==> src/rtl/cnu_row_scheduler.sv <==
// Serial check-node controller: collects one row of v2c messages into the slot bank
// feeding the min-sum tree, latches its result, then streams c2v messages in slot order.
module cnu_row_scheduler #(
  parameter int W      = 5,
  parameter int DMAX   = 20,
  parameter int IDXW   = 5,
  parameter int OFFSET = 0
) (
  input  logic                clk,
  input  logic                rst,
  input  logic                in_valid,
  output logic                in_ready,
  input  logic [W:0]          in_msg,
  input  logic                in_last,
  output logic [W*DMAX-1:0]   tree_x,
  input  logic [W-1:0]        tree_min1,
  input  logic [W-1:0]        tree_min2,
  input  logic [IDXW-1:0]     tree_min1_index,
  output logic                out_valid,
  input  logic                out_ready,
  output logic [W:0]          out_msg,
  output logic                out_last,
  output logic                busy
);

  localparam int CW = $clog2(DMAX + 1);
  localparam int SW = $clog2(DMAX);
  localparam logic [W-1:0] OFF = W'(OFFSET);

  localparam logic [1:0] COLLECT = 2'd0;
  localparam logic [1:0] EVAL    = 2'd1;
  localparam logic [1:0] EMIT    = 2'd2;

  logic [1:0]      state;
  logic [W-1:0]    slot [DMAX];
  logic [DMAX-1:0] sgn;
  logic            parity;
  logic [CW-1:0]   deg_cnt;
  logic [CW-1:0]   emit_cnt;
  logic [W-1:0]    m1;
  logic [W-1:0]    m2;
  logic [IDXW-1:0] mi;

  logic            in_fire;
  logic            out_fire;
  logic            row_done;
  logic            emit_done;
  logic [SW-1:0]   wr_idx;
  logic [SW-1:0]   rd_idx;
  logic [W-1:0]    sel;
  logic [W-1:0]    mag;

  always_comb begin
    in_ready  = (state == COLLECT);
    out_valid = (state == EMIT);
    in_fire   = in_valid && in_ready;
    out_fire  = out_valid && out_ready;
    row_done  = in_last || (deg_cnt == CW'(DMAX - 1));
    emit_done = (emit_cnt == deg_cnt - CW'(1));
    wr_idx    = deg_cnt[SW-1:0];
    rd_idx    = emit_cnt[SW-1:0];
    // mi may point at a padding slot; then no edge matches and all get m1
    sel       = (32'(emit_cnt) == 32'(mi)) ? m2 : m1;
    mag       = (sel > OFF) ? sel - OFF : '0;
    out_msg   = out_valid ? {parity ^ sgn[rd_idx], mag} : '0;
    out_last  = out_valid && emit_done;
    busy      = (state != COLLECT) || (deg_cnt != '0);
    tree_x    = '0;
    for (int unsigned k = 0; k < DMAX; k++) begin
      tree_x[W*k +: W] = slot[k];
    end
  end

  always_ff @(posedge clk or posedge rst) begin
    if (rst) begin
      state    <= COLLECT;
      for (int unsigned k = 0; k < DMAX; k++) slot[k] <= '1;
      sgn      <= '0;
      parity   <= 1'b0;
      deg_cnt  <= '0;
      emit_cnt <= '0;
      m1       <= '0;
      m2       <= '0;
      mi       <= '0;
    end else begin
      case (state)
        COLLECT: begin
          if (in_fire) begin
            slot[wr_idx] <= in_msg[W-1:0];
            sgn[wr_idx]  <= in_msg[W];
            parity       <= parity ^ in_msg[W];
            deg_cnt      <= deg_cnt + CW'(1);
            if (row_done) state <= EVAL;
          end
        end
        EVAL: begin
          m1    <= tree_min1;
          m2    <= tree_min2;
          mi    <= tree_min1_index;
          state <= EMIT;
        end
        EMIT: begin
          if (out_fire) begin
            if (emit_done) begin
              // clear the bank back to padding so the next row starts clean
              for (int unsigned k = 0; k < DMAX; k++) slot[k] <= '1;
              sgn      <= '0;
              parity   <= 1'b0;
              deg_cnt  <= '0;
              emit_cnt <= '0;
              state    <= COLLECT;
            end else begin
              emit_cnt <= emit_cnt + CW'(1);
            end
          end
        end
        default: state <= COLLECT;
      endcase
    end
  end

endmodule

==> config.mk <==
export PLATFORM = sky130hd
export DESIGN_NAME = cnu_row_scheduler
export DESIGN_NICKNAME = d
export VERILOG_FILES = /design/src/rtl/cnu_row_scheduler.sv
export SDC_FILE = /design/constraint.sdc
export NUM_CORES = 1
export LEC_CHECK = 0
export ABC_AREA = 1
export BUFFER_PORTS_ARGS = -buffer_cell sky130_fd_sc_hd__buf_2
export CAP_MARGIN = 20
export CORE_MARGIN = 4
export CORE_UTILIZATION = 30
export CTS_BUF_LIST = sky130_fd_sc_hd__clkbuf_4 sky130_fd_sc_hd__clkbuf_8
export CTS_CLUSTER_SIZE = 30
export DETAILED_ROUTE_END_ITERATION = 6
export SYNTH_ARGS = -nofsm -noshare
export SYNTH_HDL_FRONTEND = slang
export SYNTH_SLANG_ARGS = --single-unit
==> constraint.sdc <==
create_clock -name clk -period 4.7 [get_ports clk]
set_input_delay 0.235 -clock clk [delete_from_list [all_inputs] [get_ports clk]]
set_output_delay 0.235 -clock clk [all_outputs]
set_load 0.01 [all_outputs]
After elaboration in Yosys (flattened, before gate mapping) --
Index checks and enable logic that the tools add are counted. W data, S select, Z words.
Operators by class: add/sub/neg operators 3, magnitude comparators 6, equal/unequal tests 9, mux-type cells 33, bitwise gates (word level) 3, reduce and logical (&&, ||, !) cells 14
Operators by type and width (number):
- $mux W100 | 3
- $pmux W100 S2 | 1
- $bwmux W100 | 1
- $mux W20 | 3
- $pmux W20 S2 | 1
- $mux W5 | 7
- $demux W5 S5 | 1
- $bwmux W20 | 1
- $lt A5 B6 Y1 const B | 2
- $add A5 B1 Y5 const B | 2
- $eq A5 B5 Y1 | 2
- $pmux W5 S2 | 1
- $mux W2 | 4
- $ne A2 B1 Y1 const B | 4
- $reduce_and A4 Y1 | 2
- $ge A6 B6 Y1 const B | 1
- $lt A6 B1 Y1 const B | 1
- $mux W6 | 1
- $not A5 Y6 | 1
- $pmux W2 S3 | 1
- $bmux W1 S5 | 1
- $demux W1 S5 | 1
- $eq A5 B5 Y1 const B | 1
- $ge A5 B1 Y1 const B | 1
- other kinds (13) | 24
Storage, ports and cells: register bits after elaboration 148, input bits 26, word-level logic and storage cells 96

Depth between registers and ports, before layout --
Gate-level depths: netlist of the first run.
word-level depth 8, mapped depth 15, mapped depth without buffers 13

Worst setup path after synthesis of the first run --
Ideal clock, no wire load.
kind register to register, start point reg deg_cnt[0], end point reg sgn[0], setup time 0.119 ns, arrival time 1.983 ns, required time 4.581 ns, setup slack 2.599 ns, cell stages (with the launch flop) 16, clock period less this slack 2.101 ns, cell sequence dfrtp_1 -> inv_1 -> ha_1 -> buf_2 -> inv_1 -> nand2_1 -> nand2_1 -> nand2_1 -> nand2_1 -> nor2_1 -> nand3_2 -> nand2_2 -> buf_4 -> nand4_1 -> nand2_1 -> nand2_1
On the way: longest elaborated chain between the ends 7, elaborated cells on any way between the ends 12, classes of those cells 1 x add/sub; 2 x order compare; 2 x eq/ne; 5 x mux; 2 x reduce/logical
RTL lines:
- start: declaration | RTL line 38 | logic [CW-1:0] deg_cnt;
- start signal: assignment | RTL line 92 | deg_cnt <= deg_cnt + CW'(1);
- $lt A5 B6 Y1 (not written as such) / $ge A5 B1 Y1 (equally long branches) | RTL line 90 | sgn[wr_idx] <= in_msg[W];
- $logic_and A1 B1 Y1 (not written as such) | RTL line 90
- $mux W1 (not written as such) | RTL line 90
- $demux W1 S5 | RTL line 90
- $bwmux W20 | RTL line 90
- $mux W20 | RTL line 88 | if (in_fire) begin
- $pmux W20 S2 | RTL line 86 | case (state)
- end signal: indexed assignment | RTL line 90
- end: declaration | RTL line 36 | logic [DMAX-1:0] sgn;
Parallel ways exist; a longest one is shown, timed or not. The select of a mux whose other input is x is not followed. A chain may end at the register's enable or synchronous reset.

Final worst setup path of the first run --
start point reg deg_cnt[0], end point reg sgn[15]
Same word-level chain as after synthesis.

==> results.json, run 1 <==
{
  "cp-end-kind": "flip-flop",
  "setup-tns-final_ns": 0,
  "slowest_delay_ns": 0.84,
  "num_vias": 6912,
  "holdWs_ns": -0.100,
  "htreeDepth": 4,
  "cp_num_buf_inv": 3,
  "clk_pin_slew_ns": 0.09,
  "nets": 1075,
  "numCtsBuffers": 17,
  "final_cells": 1384,
  "postSynthAreaPerCell_um2": 8.09,
  "max_cap_violations": 0,
  "p_leak_nw": 4.45,
  "slew_violations": 0,
  "clock_latency_ns": 0.46,
  "rsz0062_at_grt": "no",
  "ctsResizeCount": 0,
  "synth.distinct_cells": 29,
  "cts_tree": "built",
  "area_growth_pct": 18.5,
  "drive_gt1_share_pct": 28.5,
  "crit_slowest_cell": "a21oi_4",
  "synthesis.nets": 961,
  "ioPinCount": 136,
  "synth_area_um2": 7520,
  "cp.required_ns": 5.09,
  "drc": 0,
  "die_w_um": 166,
  "pre_cts_ws_ns": 1.56,
  "place.gp.congestion": 0.822,
  "first_pass_iters": 5,
  "max_freq_mhz": 310,
  "synthCells": 930,
  "dp.cells": 1341,
  "grt_max_degree": 109,
  "fin_skew_ns": 0.0180,
  "critPathLaunchType": "flip-flop",
  "ys_seq_elements": 148,
  "crit_arrival_ns": 3.61,
  "grt_pass1_vias": 6573,
  "start_util_pct": 30.8,
  "worstPathCellList": "inv_1, ha_1, inv_1, nand2_1, nand2_1, nand2_1, nand2_1, nor2_1, nand3_2, a21oi_4, buf_4, nand4_1, nand2_1",
  "grt_overflow_total": 0,
  "tightest_slew_ns": 1.04,
  "drt_iter0_markers": 559,
  "viasPerCell": 4.99,
  "period_share_pct": 68.6,
  "r2r-end": "sgn[15]$_DFFE_PP0P_",
  "status": "complete, but fails checks",
  "peakVddDrop_mv": 0.293,
  "grt_first_pass_wirelength_um": 36900,
  "grt_usage_pct": 16.4,
  "wl_um": 22900,
  "dieArea_um2": 27700,
  "reg2regPathDepth": 13,
  "clockRootBuffer": "clkbuf_8",
  "r2r_slack_ns": 1.48,
  "dp_hpwl_um": 15700,
  "ant_nets": 0,
  "dieHeight_um": 166,
  "wl_per_cell_um": 16.6,
  "final_cell_mix": "nand2_1, buf_2, nand4_1",
  "hold_class": "input port to asynchronous set/reset pin",
  "min_period_ns": 3.22,
  "slew_headroom_pct": 30.4,
  "worstSetupPathType": "flip-flop to flip-flop",
  "yosys_warnings": 0,
  "ys_seq_area_share_pct": 50.9,
  "cp_max_fo": 38,
  "path_common_cell": "nand2_1",
  "setup_violations": 0,
  "portBuffers": 135,
  "pwr_density_cell_nw_per_um2": 786,
  "finalHoldViolations": 19,
  "fill_cells": 2571,
  "clock_path_buffers": 2,
  "row_count": 57,
  "numClockSinks": 148,
  "final_common_cell": "nand2_1",
  "fin_ws_ns": 1.48,
  "r2r_start": "deg_cnt[0]$_DFFE_PP0P_",
  "core_area_um2": 24500,
  "violations": "negative hold slack",
  "cp_top_family": "compound AO/OA/AOI/OAI gates",
  "antenna_found_initial": 3,
  "p_total_mw": 7.01
}
synth_stat cells:
library cell | instances | area, µm²
buf_2 | 22 | 110
buf_4 | 2 | 15.0
buf_6 | 5 | 56.3
mux2_2 | 13 | 146
ha_1 | 5 | 62.6
nand2_2 | 1 | 6.26
inv_1 | 42 | 158
nor2_1 | 54 | 203
inv_2 | 7 | 26.3
nor3_1 | 2 | 10.0
o21ai_1 | 1 | 5.00
clkinv_1 | 1 | 3.75
dfstp_2 | 100 | 2630
nand3_2 | 2 | 20.0
nor2_4 | 1 | 11.3
o22ai_1 | 2 | 12.5
dfrtp_1 | 48 | 1200
a21oi_4 | 1 | 16.3
o21ai_0 | 65 | 325
o211ai_1 | 1 | 7.51
buf_1 | 6 | 22.5
xnor2_1 | 1 | 8.76
nand3_1 | 44 | 220
nand4_1 | 121 | 757
a21oi_1 | 7 | 35.0
xor2_1 | 8 | 70.1
clkbuf_1 | 21 | 78.8
nand2_1 | 346 | 1300
nor3b_1 | 1 | 7.51
cells by family after synthesis:
family	after synthesis	share of synthesized area, %
AOI/OAI and AO/OA	77	5.34
buffers and inverters	106	6.25
xor gates and xnor gates	9	1.05
DFF	148	50.9
muxes	13	1.95
adders and majority gates	5	0.832
and+or+nand+nor	572	33.7
per-stage QoR:
stage | instance area [µm²] | util (%)
CTS | 8910 | 36.4
global placement | 8410 | 34.4
finish | 8920 | 36.4
floorplan | 7520 | -
detailed placement | 8410 | 34.4
global route | 8920 | 36.4
sequential cells by signal, indices dropped and copies added, names as in the netlist:
name / flops
deg_cnt: 5
parity: 1
tree_x: 100
m2: 5
state: 2
sgn: 20
m1: 5
emit_cnt: 5
mi: 5
worst max path at each step:
stage / slack (ns) / endpoint / depth (start not counted) / from
after CTS: 1.53 / sgn[15]$_DFFE_PP0P_ / 13 / deg_cnt[0]$_DFFE_PP0P_
after global routing: 1.17 / tree_x[83]$_DFFE_PP1P_ / 13 / deg_cnt[0]$_DFFE_PP0P_
after floorplan: 0.65 / deg_cnt[0]$_DFFE_PP0P_ / 1 / rst
after global placement: 1.69 / sgn[15]$_DFFE_PP0P_ / 13 / deg_cnt[0]$_DFFE_PP0P_
final: 1.48 / sgn[15]$_DFFE_PP0P_ / 13 / deg_cnt[0]$_DFFE_PP0P_
after detailed placement: 1.56 / tree_x[86]$_DFFE_PP1P_ / 13 / deg_cnt[0]$_DFFE_PP0P_
final cells by class:
cell class                      count  area (µm²)  share of cell area, %
Antenna cell                        3        7.51                 0.0842
Clock buffer                       23         298                   3.34
Clock inverter                      9         119                   1.33
Inverter                           50         194                   2.18
Multi-Input combinational cell    676        3220                   36.1
Sequential cell                   148        3830                   42.9
Tap cell                          324         405                   4.55
Timing Repair Buffer              151         841                   9.43
power by group:
group / switching, mW / internal, mW
clock network: 0.520 / 0.538
logic: 2.31 / 1.11
registers: 0.398 / 2.14
what timing repair did:
action | CTS | global route
endpoints found under the hold margin | 8 | 0
hold buffers | 8 | 0
setup buffers | 0 | 0
routing by layer:
metal / wire, µm / up-vias / global-route usage (%)
met5: 0 / - / 0
met4: 452 / 0 / 5.12
met3: 1310 / 29 / 3.55
met2: 10700 / 242 / 26.0
met1: 10500 / 3295 / 22.5
li1: - / 3346 / -
Note: power is estimated with default switching activity, not from simulation.
==> run 2: changes to the inputs <==
==> constraint.sdc (replaced) <==
create_clock -name clk -period 2.7 [get_ports clk]
set_input_delay 0.135 -clock clk [delete_from_list [all_inputs] [get_ports clk]]
set_output_delay 0.135 -clock clk [all_outputs]
set_load 0.01 [all_outputs]
==> run 2 against run 1 <==
The run now ends clean; sequential share of layout area fell by 1.2 points; non-clock buffer count rose by 29; combinational power rose by 84%; hold slack improved by 0.16 ns; count of clock-buffer cells in the layout fell by 1; critical path type is now flip-flop to output pin.
==> results.json, run 2 (synthesis results as in run 1) <==
{
  "clock_path_buffers": 2,
  "ioPinCount": 136,
  "grt_pass1_vias": 6663,
  "die_w_um": 166,
  "numCtsBuffers": 17,
  "cts_setup_buffers": 0,
  "tightest_slew_ns": 0.762,
  "final_cell_mix": "nand2_1, buf_2, nand4_1",
  "wl_um": 23100,
  "use_met1_pct": 22.5,
  "clock_latency_ns": 0.45,
  "slew_violations": 0,
  "hold_path_depth": 5,
  "dieHeight_um": 166,
  "pwr_density_cell_nw_per_um2": 1350,
  "grt_use_met3_pct": 3.40,
  "first_pass_iters": 5,
  "fin_skew_ns": 0.0201,
  "setup_violations": 0,
  "largest_register_ffs": 100,
  "holdWs_ns": 0.0634,
  "reg2regPathDepth": 14,
  "fill_cells": 2553,
  "start_util_pct": 30.8,
  "grt_overflow_total": 0,
  "finalHoldViolations": 0,
  "row_count": 57,
  "cts_tree": "built",
  "post-route-util_pct": 37.5,
  "ant_nets": 0,
  "r2r_slack_ns": 0.24,
  "r2r_start": "deg_cnt[0]$_DFFE_PP0P_",
  "r2r-end": "sgn[18]$_DFFE_PP0P_",
  "clk_pin_slew_ns": 0.09,
  "period_share_pct": 92.0,
  "grt-busiest-layer": "met2",
  "slew_headroom_pct": 49.1,
  "setup-tns-final_ns": 0,
  "min_from": "in_last",
  "numClockSinks": 148,
  "portBuffers": 135,
  "max_cap_violations": 0,
  "antennaDiodeCount": 0,
  "num_vias": 6969,
  "nets": 1105,
  "peakVddDrop_mv": 0.553,
  "cp_max_fo": 8,
  "hold_class": "input port to flip-flop",
  "dieArea_um2": 27700,
  "drc": 0,
  "core_area_um2": 24500,
  "viasPerCell": 4.94,
  "hold_end": "state[0]$_DFFE_PP0P_",
  "final_common_cell": "nand2_1",
  "drt_iter0_markers": 451,
  "dp_hpwl_um": 16000,
  "gr-usage-met2_pct": 26.5,
  "rsz0062_at_grt": "no",
  "min_period_ns": 2.48,
  "clockRootBuffer": "clkbuf_8",
  "critPathLaunchType": "flip-flop",
  "grt_max_degree": 82,
  "crit_arrival_ns": 2.35,
  "cp.required_ns": 2.57,
  "p_leak_nw": 4.58,
  "wl_per_cell_um": 16.3,
  "multi_input_area_um2": 3250,
  "area_growth_pct": 22.1,
  "htreeDepth": 4,
  "antenna_found_initial": 0,
  "max_freq_mhz": 403,
  "status": "complete, no violations",
  "grt_usage_pct": 16.5,
  "grt_first_pass_wirelength_um": 37300,
  "place.gp.congestion": 0.891,
  "drive_gt1_share_pct": 29.8,
  "ff_latch_area_um2": 3830,
  "worstSetupPathType": "flip-flop to output pin",
  "cp-end-kind": "output pin"
}
-- run 2: cell types whose count changed in the layout (fill, tap and decap cells not counted), moves of 2 or more --
cell	before	now
buf_4	6	21
clkinv_2	1	3
diode_2	3	0
buf_12	2	7
bufinv_16	2	0
dlygate4sd3_1	8	17
-- run 2: area by class of cell --
cell class                 instances  share of cell area, %
sequential                       148                   41.7
multi-input combinational        677                   35.4
timing repair buffer             180                   12.5
tap                              324                   4.41
clock buffer                      22                   3.09
inverter                          50                   2.10
clock inverter                    10                  0.817
-- run 2: critical path, cell delays in order (launching register included) --
cell,delay (ns)
dfrtp_1,0.44
inv_1,0.21
ha_4,0.22
inv_1,0.07
nand2_1,0.08
nand2_1,0.05
nand2_1,0.05
nand2_1,0.05
nor2_1,0.16
nand3_4,0.19
nor2_1,0.21
buf_2,0.17
-- run 2: report_power, final --
group	leakage (nW)	internal (mW)	switching [mW]	total, mW
combinational	2.73	2.23	4.05	6.29
sequential	1.66	3.73	0.716	4.44
clock	0.184	0.723	0.901	1.62
total	4.58	6.68	5.67	12.4
-- run 2: per-stage QoR --
| step | cell area, µm² | setup WS, ns | std cells | total power [mW] |
|---|---|---|---|---|
| final | 9190 | 0.217 | 1411 | 12.4 |
| after global routing | 9190 | 0.00634 | 1411 | 13.4 |
| after CTS | 9160 | 0.0645 | 1410 | 12.4 |
| after detailed placement | 8620 | 0.000850 | 1361 | 10.7 |
| after global placement | 8620 | 0.149 | 1361 | 10.6 |
| after floorplan | 7530 | 0.599 | 930 | 8.47 |
-- run 2: how the worst max path moves through the flow --
| stage | from | end | slack [ns] | cells past startpoint |
|---|---|---|---|---|
| global placement | deg_cnt[0]$_DFFE_PP0P_ | sgn[19]$_DFFE_PP0P_ | 0.15 | 14 |
| CTS | deg_cnt[0]$_DFFE_PP0P_ | out_last | 0.06 | 11 |
| floorplan | deg_cnt[0]$_DFFE_PP0P_ | sgn[0]$_DFFE_PP0P_ | 0.60 | 15 |
| global route | emit_cnt[1]$_DFFE_PP0P_ | out_msg[4] | 0.006 | 8 |
| detailed placement | deg_cnt[0]$_DFFE_PP0P_ | sgn[18]$_DFFE_PP0P_ | 0.0009 | 14 |
| finish | deg_cnt[0]$_DFFE_PP0P_ | out_last | 0.22 | 11 |
-- run 2: repair_timing --
action | in CTS | in global routing
cloned | 0 | 1
hold buffers | 17 | 0
endpoints found under the hold margin | 73 | 0
endpoints found under the setup margin | 2 | 98
resized for setup | 1 | 4
pin swaps | 0 | 1
-- run 2: per-layer routing --
layer	up-vias	part of all wire, %
met5	-	0
met4	0	2.3
met3	35	5.1
met2	197	47
met1	3325	45
li1	3412	-
